File: src/rtl/y86_pkg.sv
// Shared Y86-64 encodings: icodes, status codes, register-none code and instruction length.
package y86_pkg;

  typedef logic [3:0] stat_t;

  localparam logic [3:0] HALT   = 4'h0;
  localparam logic [3:0] NOP    = 4'h1;
  localparam logic [3:0] RRMOVQ = 4'h2;
  localparam logic [3:0] IRMOVQ = 4'h3;
  localparam logic [3:0] RMMOVQ = 4'h4;
  localparam logic [3:0] MRMOVQ = 4'h5;
  localparam logic [3:0] OPQ    = 4'h6;
  localparam logic [3:0] JXX    = 4'h7;
  localparam logic [3:0] CALL   = 4'h8;
  localparam logic [3:0] RET    = 4'h9;
  localparam logic [3:0] PUSHQ  = 4'hA;
  localparam logic [3:0] POPQ   = 4'hB;

  localparam stat_t SAOK = 4'h1;
  localparam stat_t SHLT = 4'h2;
  localparam stat_t SADR = 4'h3;
  localparam stat_t SINS = 4'h4;
  localparam stat_t SBUB = 4'h8;

  localparam logic [3:0] RNONE = 4'hF;

  // Undefined icodes report length 1 so the address check stays meaningful.
  function automatic logic [3:0] instr_len(input logic [3:0] icode);
    case (icode)
      RRMOVQ, OPQ, PUSHQ, POPQ: instr_len = 4'd2;
      JXX, CALL:                instr_len = 4'd9;
      IRMOVQ, RMMOVQ, MRMOVQ:   instr_len = 4'd10;
      default:                  instr_len = 4'd1;
    endcase
  endfunction

endpackage

File: src/rtl/fetch_stage_instr_split.sv
// Combinational decode of the 10-byte fetch window into fields, length, valC and validity.
// Zero latency; no flow control.
module instr_split
  import y86_pkg::*;
(
  input  logic [79:0] i_win,
  output logic [3:0]  o_icode,
  output logic [3:0]  o_ifun,
  output logic [3:0]  o_rA,
  output logic [3:0]  o_rB,
  output logic [63:0] o_valC,
  output logic [3:0]  o_len,
  output logic        o_invalid
);

  logic w_has_regs;

  assign o_icode    = i_win[7:4];
  assign o_ifun     = i_win[3:0];
  assign o_len      = instr_len(o_icode);
  assign w_has_regs = (o_len == 4'd2) || (o_len == 4'd10);
  assign o_rA       = w_has_regs ? i_win[15:12] : RNONE;
  assign o_rB       = w_has_regs ? i_win[11:8]  : RNONE;

  always_comb begin
    o_valC = '0;
    if (o_len == 4'd9)
      o_valC = i_win[71:8];
    else if (o_len == 4'd10)
      o_valC = i_win[79:16];
  end

  always_comb begin
    o_invalid = 1'b0;
    if (o_icode > POPQ) begin
      o_invalid = 1'b1;
    end else begin
      case (o_icode)
        OPQ:         o_invalid = (o_ifun > 4'd3);
        JXX, RRMOVQ: o_invalid = (o_ifun > 4'd6);
        default:     o_invalid = (o_ifun != 4'd0);
      endcase
    end
  end

endmodule

File: src/rtl/fetch_stage.sv
// Y86-64 fetch: PC select, window split, status, prediction; outputs combinational from state.
// F_stall freezes all state; after HLT/ADR/INS fetch emits bubbles until a redirect arrives.
module fetch_stage
  import y86_pkg::*;
#(
  parameter int          IMEM_ADDR_W = 10,
  parameter logic [63:0] PC_RESET    = 64'h0
) (
  input  logic                   clk,
  input  logic                   rst_n,
  input  logic                   F_stall,
  input  logic [3:0]             M_icode,
  input  logic                   M_Cnd,
  input  logic [63:0]            M_valA,
  input  logic [3:0]             W_icode,
  input  logic [63:0]            W_valM,
  output logic [IMEM_ADDR_W-1:0] imem_addr,
  input  logic [79:0]            imem_rdata,
  output logic [63:0]            f_pc,
  output logic [3:0]             f_stat,
  output logic [3:0]             f_icode,
  output logic [3:0]             f_ifun,
  output logic [3:0]             f_rA,
  output logic [3:0]             f_rB,
  output logic [63:0]            f_valC,
  output logic [63:0]            f_valP,
  output logic [63:0]            F_predPC,
  output logic                   f_locked,
  output logic [31:0]            f_count
);

  localparam logic [IMEM_ADDR_W:0] MEM_BYTES = {1'b1, {IMEM_ADDR_W{1'b0}}};

  logic [63:0]          r_predPC;
  logic                 r_locked;
  logic [31:0]          r_count;

  logic                 w_mispredict;
  logic                 w_ret;
  logic                 w_redirect;
  logic                 w_bubble;
  logic [63:0]          w_pc;
  logic [3:0]           w_icode;
  logic [3:0]           w_ifun;
  logic [3:0]           w_rA;
  logic [3:0]           w_rB;
  logic [63:0]          w_valC;
  logic [3:0]           w_len;
  logic                 w_invalid;
  logic [IMEM_ADDR_W:0] w_end;
  logic                 w_adr;
  logic [63:0]          w_next;

  assign w_mispredict = (M_icode == JXX) && !M_Cnd;
  assign w_ret        = (W_icode == RET);
  assign w_redirect   = w_mispredict || w_ret;
  assign w_pc         = w_mispredict ? M_valA : (w_ret ? W_valM : r_predPC);
  assign w_bubble     = r_locked && !w_redirect;

  assign imem_addr = w_pc[IMEM_ADDR_W-1:0];

  instr_split u_split (
    .i_win     (imem_rdata),
    .o_icode   (w_icode),
    .o_ifun    (w_ifun),
    .o_rA      (w_rA),
    .o_rB      (w_rB),
    .o_valC    (w_valC),
    .o_len     (w_len),
    .o_invalid (w_invalid)
  );

  // One extra bit so an instruction ending exactly at the top of memory is legal.
  assign w_end = {1'b0, w_pc[IMEM_ADDR_W-1:0]} + {{(IMEM_ADDR_W-3){1'b0}}, w_len};
  assign w_adr = (w_pc[63:IMEM_ADDR_W] != '0) || (w_end > MEM_BYTES);

  always_comb begin
    f_pc    = w_pc;
    f_stat  = SAOK;
    f_icode = w_icode;
    f_ifun  = w_ifun;
    f_rA    = w_rA;
    f_rB    = w_rB;
    f_valC  = w_valC;
    f_valP  = w_pc + {60'd0, w_len};
    if (w_bubble) begin
      f_stat  = SBUB;
      f_icode = NOP;
      f_ifun  = 4'h0;
      f_rA    = RNONE;
      f_rB    = RNONE;
      f_valC  = '0;
      f_valP  = '0;
    end else if (w_adr || w_invalid) begin
      f_stat  = w_adr ? SADR : SINS;
      f_icode = NOP;
      f_ifun  = 4'h0;
      f_rA    = RNONE;
      f_rB    = RNONE;
      f_valC  = '0;
      f_valP  = w_pc;
    end else if (w_icode == HALT) begin
      f_stat = SHLT;
    end
  end

  assign w_next = ((f_icode == JXX) || (f_icode == CALL)) ? f_valC : f_valP;

  always_ff @(posedge clk or negedge rst_n) begin
    if (!rst_n) begin
      r_predPC <= PC_RESET;
      r_locked <= 1'b0;
      r_count  <= '0;
    end else if (!F_stall) begin
      r_predPC <= w_bubble ? w_pc : w_next;
      if ((f_stat == SHLT) || (f_stat == SADR) || (f_stat == SINS))
        r_locked <= 1'b1;
      else if (w_redirect)
        r_locked <= 1'b0;
      if (f_stat == SAOK)
        r_count <= r_count + 32'd1;
    end
  end

  assign F_predPC = r_predPC;
  assign f_locked = r_locked;
  assign f_count  = r_count;

endmodule

File: config.mk
export PLATFORM = sky130hd
export DESIGN_NAME = fetch_stage
export DESIGN_NICKNAME = d
export VERILOG_FILES = /design/src/rtl/y86_pkg.sv /design/src/rtl/fetch_stage_instr_split.sv /design/src/rtl/fetch_stage.sv
export SDC_FILE = /design/constraint.sdc
export NUM_CORES = 1
export LEC_CHECK = 0
export BUFFER_PORTS_ARGS = -buffer_cell sky130_fd_sc_hd__buf_4
export CAP_MARGIN = 15
export CORE_AREA = 4 4 208 210
export CTS_BUF_LIST = sky130_fd_sc_hd__clkbuf_4 sky130_fd_sc_hd__clkbuf_8
export DETAILED_ROUTE_END_ITERATION = 8
export DIE_AREA = 0 0 212 214
export GPL_ROUTABILITY_DRIVEN = 0
export HOLD_SLACK_MARGIN = 0.1
export SKIP_LAST_GASP = 1
export SYNTH_ARGS = -nofsm -noshare
export SYNTH_HDL_FRONTEND = slang
export SYNTH_SLANG_ARGS = --single-unit
File: constraint.sdc
create_clock -name clk -period 11.7 [get_ports clk]
set_input_delay 1.755 -clock clk [delete_from_list [all_inputs] [get_ports clk]]
set_output_delay 1.755 -clock clk [all_outputs]
set_load 0.005 [all_outputs]
# Word-level counts from Yosys, hierarchy flattened
# Memory sizes are Yosys's and may differ from the RTL's.
# Cells that the tools add are included.
[op_classes]
bitwise_logic = 1
add_sub_neg = 3
mux = 28
n_eq_ne = 14
magnitude_cmp = 4
n_reduce_logical = 18
[op_table]
columns = ["cell", "count"]
rows = [
  ["two-way mux 64 bit", 10],
  ["adder 64 x 4 -> 64 bit", 1],
  ["nonzero test 54 bit", 1],
  ["two-way mux 4 bit", 11],
  ["adder 32 x 1 -> 32 bit (second input constant)", 1],
  ["equality test 4 x 3 -> 1 bit (second input constant)", 5],
  ["equality test 4 x 2 -> 1 bit (second input constant)", 4],
  ["equality test 4 bit (second input constant)", 4],
  ["adder 10 x 4 -> 11 bit", 1],
  ["> comparator 11 bit (second input constant)", 1],
  ["logical OR 1 bit", 7],
  ["two-way mux 3 bit", 2],
  ["equality test 4 x 1 -> 1 bit (second input constant)", 1],
  ["> comparator 4 x 2 -> 1 bit (second input constant)", 1],
  ["> comparator 4 x 3 -> 1 bit (second input constant)", 1],
  ["> comparator 4 bit (second input constant)", 1],
  ["zero test 4 bit", 1],
  ["AND reduction 2 bit", 2],
  ["nonzero test 4 bit", 1],
  ["two-way mux 1 bit", 3],
  ["logical AND 1 bit", 2],
  ["zero test 1 bit", 2],
  ["two-way mux 2 bit", 1],
  ["case mux 1 bit (2 select lines)", 1],
  ["3 further kinds", 3],
]
[totals]
output_inout_bits = 319
ff_bits = 97
mem_bits_ro = 48
inputBits = 220
n_memories = 1
[mem_list]
columns = ["name", "words", "word_bits", "read_ports", "rd_clocked_by_memory_dff", "write_ports", "line", "text"]
rows = [
  ["(no name shown)", 16, 3, 1, 0, 0, "y86_pkg.sv:29", "case (icode)"],
]

# Logic depth before layout (Yosys ltp)
[depth]
depth_word = 14
ltp_mapped = 21

# Hierarchy
# A second synthesis with hierarchy kept.
[unflattened]
hier_cells = 1325
hier_area_um2 = 9340.2
[by_module_without_submodules]
columns = ["module", "area_each_um2", "cells_per_inst", "instances", "seq_area_each_um2"]
rows = [
  ["fetch_stage", 7962.6, 1071, 1, 2427.3],
  ["instr_split", 1377.6, 254, 1, 0.0],
]

# Least setup slack after synthesis
# No wires, ideal clock.
[synth_path]
kind = "input to output"
startpoint = "input port M_Cnd"
endpoint = "output port f_valC[11]"
slack_ns = 4.235
path_buffers = 6
t_arrival_ns = 5.710
path_stages = 20
required_time_ns = 9.945
cell_sequence = "and4bb_1 -> buf_6 -> nand2_8 -> buf_6 -> clkbuf_1 -> clkbuf_1 -> buf_1 -> a31oi_1 -> ha_1 -> inv_1 -> fa_1 -> nor2b_1 -> a41o_1 -> a31oi_2 -> nor4_4 -> nand2_2 -> o21a_2 -> nand3_2 -> clkbuf_1 -> nor2_1"
[synth_between]
elab_chain_len = 9
elab_cells_between_ends = 13
[synth_rtl]
columns = ["element", "line", "text"]
rows = [
  ["start: declaration", "fetch_stage.sv:13", "input logic M_Cnd,"],
  ["zero test 1 bit", "fetch_stage.sv:54", "assign w_mispredict = (M_icode == JXX) && !M_Cnd;"],
  ["logical AND 1 bit", "fetch_stage.sv:54", ""],
  ["two-way mux 64 bit", "fetch_stage.sv:57", "assign w_pc = w_mispredict ? M_valA : (w_ret ? W_valM : r_predPC);"],
  ["via f_pc[0]", "fetch_stage.sv:19", "output logic [63:0] f_pc,"],
  ["adder 10 x 4 -> 11 bit", "fetch_stage.sv:74", "assign w_end = {1'b0, w_pc[IMEM_ADDR_W-1:0]} + {{(IMEM_ADDR_W-3){1'b0}}, w_len};"],
  ["> comparator 11 bit", "fetch_stage.sv:75", "assign w_adr = (w_pc[63:IMEM_ADDR_W] != '0) || (w_end > MEM_BYTES);"],
  ["logical OR 1 bit", "fetch_stage.sv:75", ""],
  ["logical OR 1 bit", "fetch_stage.sv:94", "end else if (w_adr || w_invalid) begin"],
  ["two-way mux 64 bit", "fetch_stage.sv:94", ""],
  ["two-way mux 64 bit", "fetch_stage.sv:86", "if (w_bubble) begin"],
  ["end: declaration", "fetch_stage.sv:25", "output logic [63:0] f_valC,"],
]
# The timed path passes the listed nets, and every way through them passes these cells.

# Final worst setup path
[layout_path]
startpoint = "input port M_Cnd"
endpoint = "output port f_valC[5]"
[layout_between]
elab_chain_len = 9
elab_cells_between_ends = 13
[layout_rtl]
columns = ["element", "line"]
rows = [
  ["zero test 1 bit *", "fetch_stage.sv:54"],
  ["logical AND 1 bit *", "fetch_stage.sv:54"],
  ["two-way mux 64 bit", "fetch_stage.sv:57"],
  ["adder 10 x 4 -> 11 bit", "fetch_stage.sv:74"],
  ["> comparator 11 bit", "fetch_stage.sv:75"],
  ["logical OR 1 bit", "fetch_stage.sv:75"],
  ["logical OR 1 bit", "fetch_stage.sv:94"],
  ["two-way mux 64 bit", "fetch_stage.sv:94"],
  ["two-way mux 64 bit *", "fetch_stage.sv:86"],
]
# Mark *: on every way between the ends. The rest lies on a longest branch, timed or not.

==> flow_metrics.tcl <==
set metrics [dict create \
    cts_hold_buf 0 \
    stdcell_count 2175 \
    holdWs_ns 0.4843 \
    comb_power_share 0.480 \
    syn_inst 1158 \
    dpl_cell_area_um2 13180 \
    grt_usage 0.2384 \
    max_freq_mhz 109.9 \
    slew_violations 0 \
    ir_drop_v 0.00004650 \
    rows 75 \
    dieArea_um2 45370 \
    path_buf_inv 3 \
    synth-seq-cells 97 \
    cts_tree "built" \
    wl_um 57130 \
    power_density_nw_per_um2 101.0 \
    drtIter0Drc 789 \
    setup_ws_ns 2.598 \
    syn_area_per_cell_um2 7.621 \
    grt_start_max_net_pins 73 \
    post_cts_buffers 0 \
    drc 0 \
    htree_levels 3 \
    cts_inserted_buffers 9 \
    antenna_left 0 \
    syn_area_um2 8825 \
    pwr-share-seq 0.334 \
    fin_crit_sh 0.7780 \
    path_clk_slew_ns 0.13 \
    cp-end-kind "output port" \
    die_w_um 212 \
    crit_fanout 64 \
    via_count 11190 \
    ctsResizeCount 0 \
    power.switching_uw 589.2 \
    startpoint_type "input pin" \
    layout_min_cycle_time_ns 9.102 \
    grt_pass1_vias 11080 \
    crit_chain "buf_4, and4bb_1, nand2_8, o21ai_0, inv_1, ha_1, a21oi_1, and4bb_2, a311o_1, a21oi_1, o2111a_2, o21a_2, nand3_4, a21oi_1, buf_4" \
    yosysWarnings 0 \
    cp_data_arrival_time_ns 7.35 \
    fillCellCount 4512 \
    grt_pass1_wl_um 79580 \
    insertion_delay_ns 0.43 \
    max_slew_margin 0.3073 \
    min_path_type "reg -> reg" \
    clkPwrFrac 0.186 \
    synth_edf_count 0 \
    grt_overflow 0 \
    worstMarginPinSlew_ns 1.039 \
    portBuffers 537 \
    crit_top_cell "a21oi_1" \
    drt-vias-per-instance 5.145 \
    cp.required_ns 9.95 \
    dp_cells 2156 \
    drtPass1Iterations 5 \
    die_height_um 214 \
    clk_path_buf_depth 2 \
    drive_above_1_share 0.4005 \
    post-place-ws_ns 2.648 \
    routedWlPerCell_um 26.27 \
    coreArea_um2 41570 \
    rsz0062_at_grt "no" \
    io_pins 539 \
    dp_hpwl_um 46640 \
    cpMaxStageDelayCell "nand3_4" \
    yosysUniqueCellTypes 82 \
    fin_total_pwr_mw 1.351 \
    root_buffer "clkbuf_8" \
    cts_sinks 97 \
    syn_nets 1383 \
    critical_path.top_delay_family "compound AO/OA/AOI/OAI gates" \
    intPower_uw 761.7 \
    crit_type "in -> out" \
    finalHoldViolations 0 \
    start_util 0.2123 \
    ys_seq_area_frac 0.2751 \
    cap_violations 0 \
    antenna_found_initial 3 \
    status "complete, no violations" \
    final.setup_skew_ns 0.01878 \
    synth-main-ff-cell "dfrtp_1" \
    fin_nets 1853 \
    fin_area_um2 13380 \
    critPathMaxStageDelay_ns 0.76 \
    syn_to_final_growth_pct 51.64 \
    setup_viol 0 \
    p_leak_nw 6.426 \
    ys_async_sr_fraction 1.000 \
    fin_util 0.3219 \
    timing.setup.tns_ns 0 \
    switching_share 0.4361 \
]
-- layout make-up --
type,instances,area (um2),area share
Antenna cell,3,7.507,0.0005610
Clock inverter,7,71.32,0.005330
Timing Repair Buffer,552,4144,0.3097
Inverter,62,235.2,0.01758
Sequential cell,97,2427,0.1814
Tap cell,539,674.4,0.05040
Multi-Input combinational cell,906,5698,0.4258
Clock buffer,9,123.9,0.009257
-- power groups by stage --
stage	logic, mW	clock network (mW)	registers, mW
floorplan	0.276	0	0.428
global placement	0.646	0	0.456
detailed placement	0.648	0	0.456
CTS	0.651	0.262	0.450
global route	0.697	0.273	0.456
finish	0.648	0.251	0.452
-- final timing paths --
kind                        startpoint           end  slack [ns]  cells past startpoint
max                              M_Cnd     f_valC[5]        2.60                     15
min                        f_count[31]   f_count[31]        0.48                      1
max reg2reg                F_predPC[0]   F_predPC[8]        6.71                     15
min reg2reg                f_count[31]   f_count[31]        0.48                      1
max in group asynchronous        rst_n  F_predPC[47]        9.08                      2
min in group asynchronous        rst_n   F_predPC[6]        1.30                      1
-- worst register-to-register path, cell delays in order (launching register included) --
cell and delay [ns]:
dfrtp_1 0.46, nand2_1 0.08, a31oi_1 0.19, buf_4 0.18
ha_1 0.18, inv_1 0.06, fa_1 0.48, nor2b_1 0.30
a41o_1 0.23, a31oi_2 0.07, nor4_4 0.43, nand2_2 0.30
o211ai_4 0.86, buf_4 0.60, o21ai_1 0.15, o32a_1 0.33
-- synthesized netlist by cell type, types with 8 or more instances --
cell / n / area [um2]
nor3_1: 11 / 55.05
and2_1: 18 / 112.6
inv_1: 58 / 217.7
buf_6: 10 / 112.6
xor2_1: 18 / 157.7
or3_1: 13 / 81.33
xnor2_1: 16 / 140.1
mux2i_1: 51 / 510.5
buf_1: 13 / 48.80
buf_2: 8 / 40.04
o21a_1: 42 / 315.3
nand3_1: 21 / 105.1
o21ai_0: 20 / 100.1
nand4_1: 12 / 75.07
nor4_1: 44 / 275.3
buf_4: 12 / 90.09
nand2_1: 183 / 686.9
o22ai_1: 12 / 75.07
clkbuf_1: 50 / 187.7
a21oi_1: 117 / 585.6
a31oi_1: 23 / 143.9
and3_1: 13 / 81.33
nor2_1: 148 / 555.5
o211ai_2: 40 / 500.5
dfrtp_1: 97 / 2427
-- layout by cell type, fill, tap and decap left out, types with 5 or more instances in the layout --
cell      synthesis  final
nand4_1          12     12
clkbuf_8          0      9
o21ai_1           5      5
nand2b_1          7      7
o21ai_0          20     20
a31oi_1          23     23
o21a_1           42     42
o22ai_1          12     12
buf_4            12    552
dfrtp_1          97     97
inv_1            58     58
mux2i_1          51     51
nor4_1           44     44
and3_1           13     13
nor3_2            5      5
o211ai_2         40     40
a21oi_1         117    117
or3_1            13     13
nor3_1           11     11
xor2_1           18     18
nor2_1          148    146
nand2_1         183    183
mux2_2            7      7
nand3_1          21     21
and2_1           18     18
xnor2_1          16     16
-- logic make-up (layout without fill, tap and decap cells) --
| logic type | after synthesis | after routing | synth area share |
|---|---|---|---|
| and+or+nand+nor | 500 | 500 | 0.2728 |
| AOI/OAI and AO/OA | 302 | 302 | 0.2490 |
| buffers and inverters | 155 | 630 | 0.08068 |
| DFF | 97 | 97 | 0.2751 |
| muxes | 64 | 64 | 0.08039 |
| xor gates and xnor gates | 34 | 34 | 0.03374 |
| adders and majority gates | 5 | 5 | 0.007940 |
| other | 1 | 4 | 0.0004249 |
-- flip-flops by register name (all words and copies together), names as in the netlist --
signal / flops
F_predPC: 64
f_locked: 1
f_count: 32
-- layer usage --
layer	GRT usage	wire length, um
met5	0	7
met4	0.09120	2362
met3	0.04760	4252
met2	0.4106	28010
met1	0.2914	22500
No activity file was read; power rests on OpenSTA's default activity.
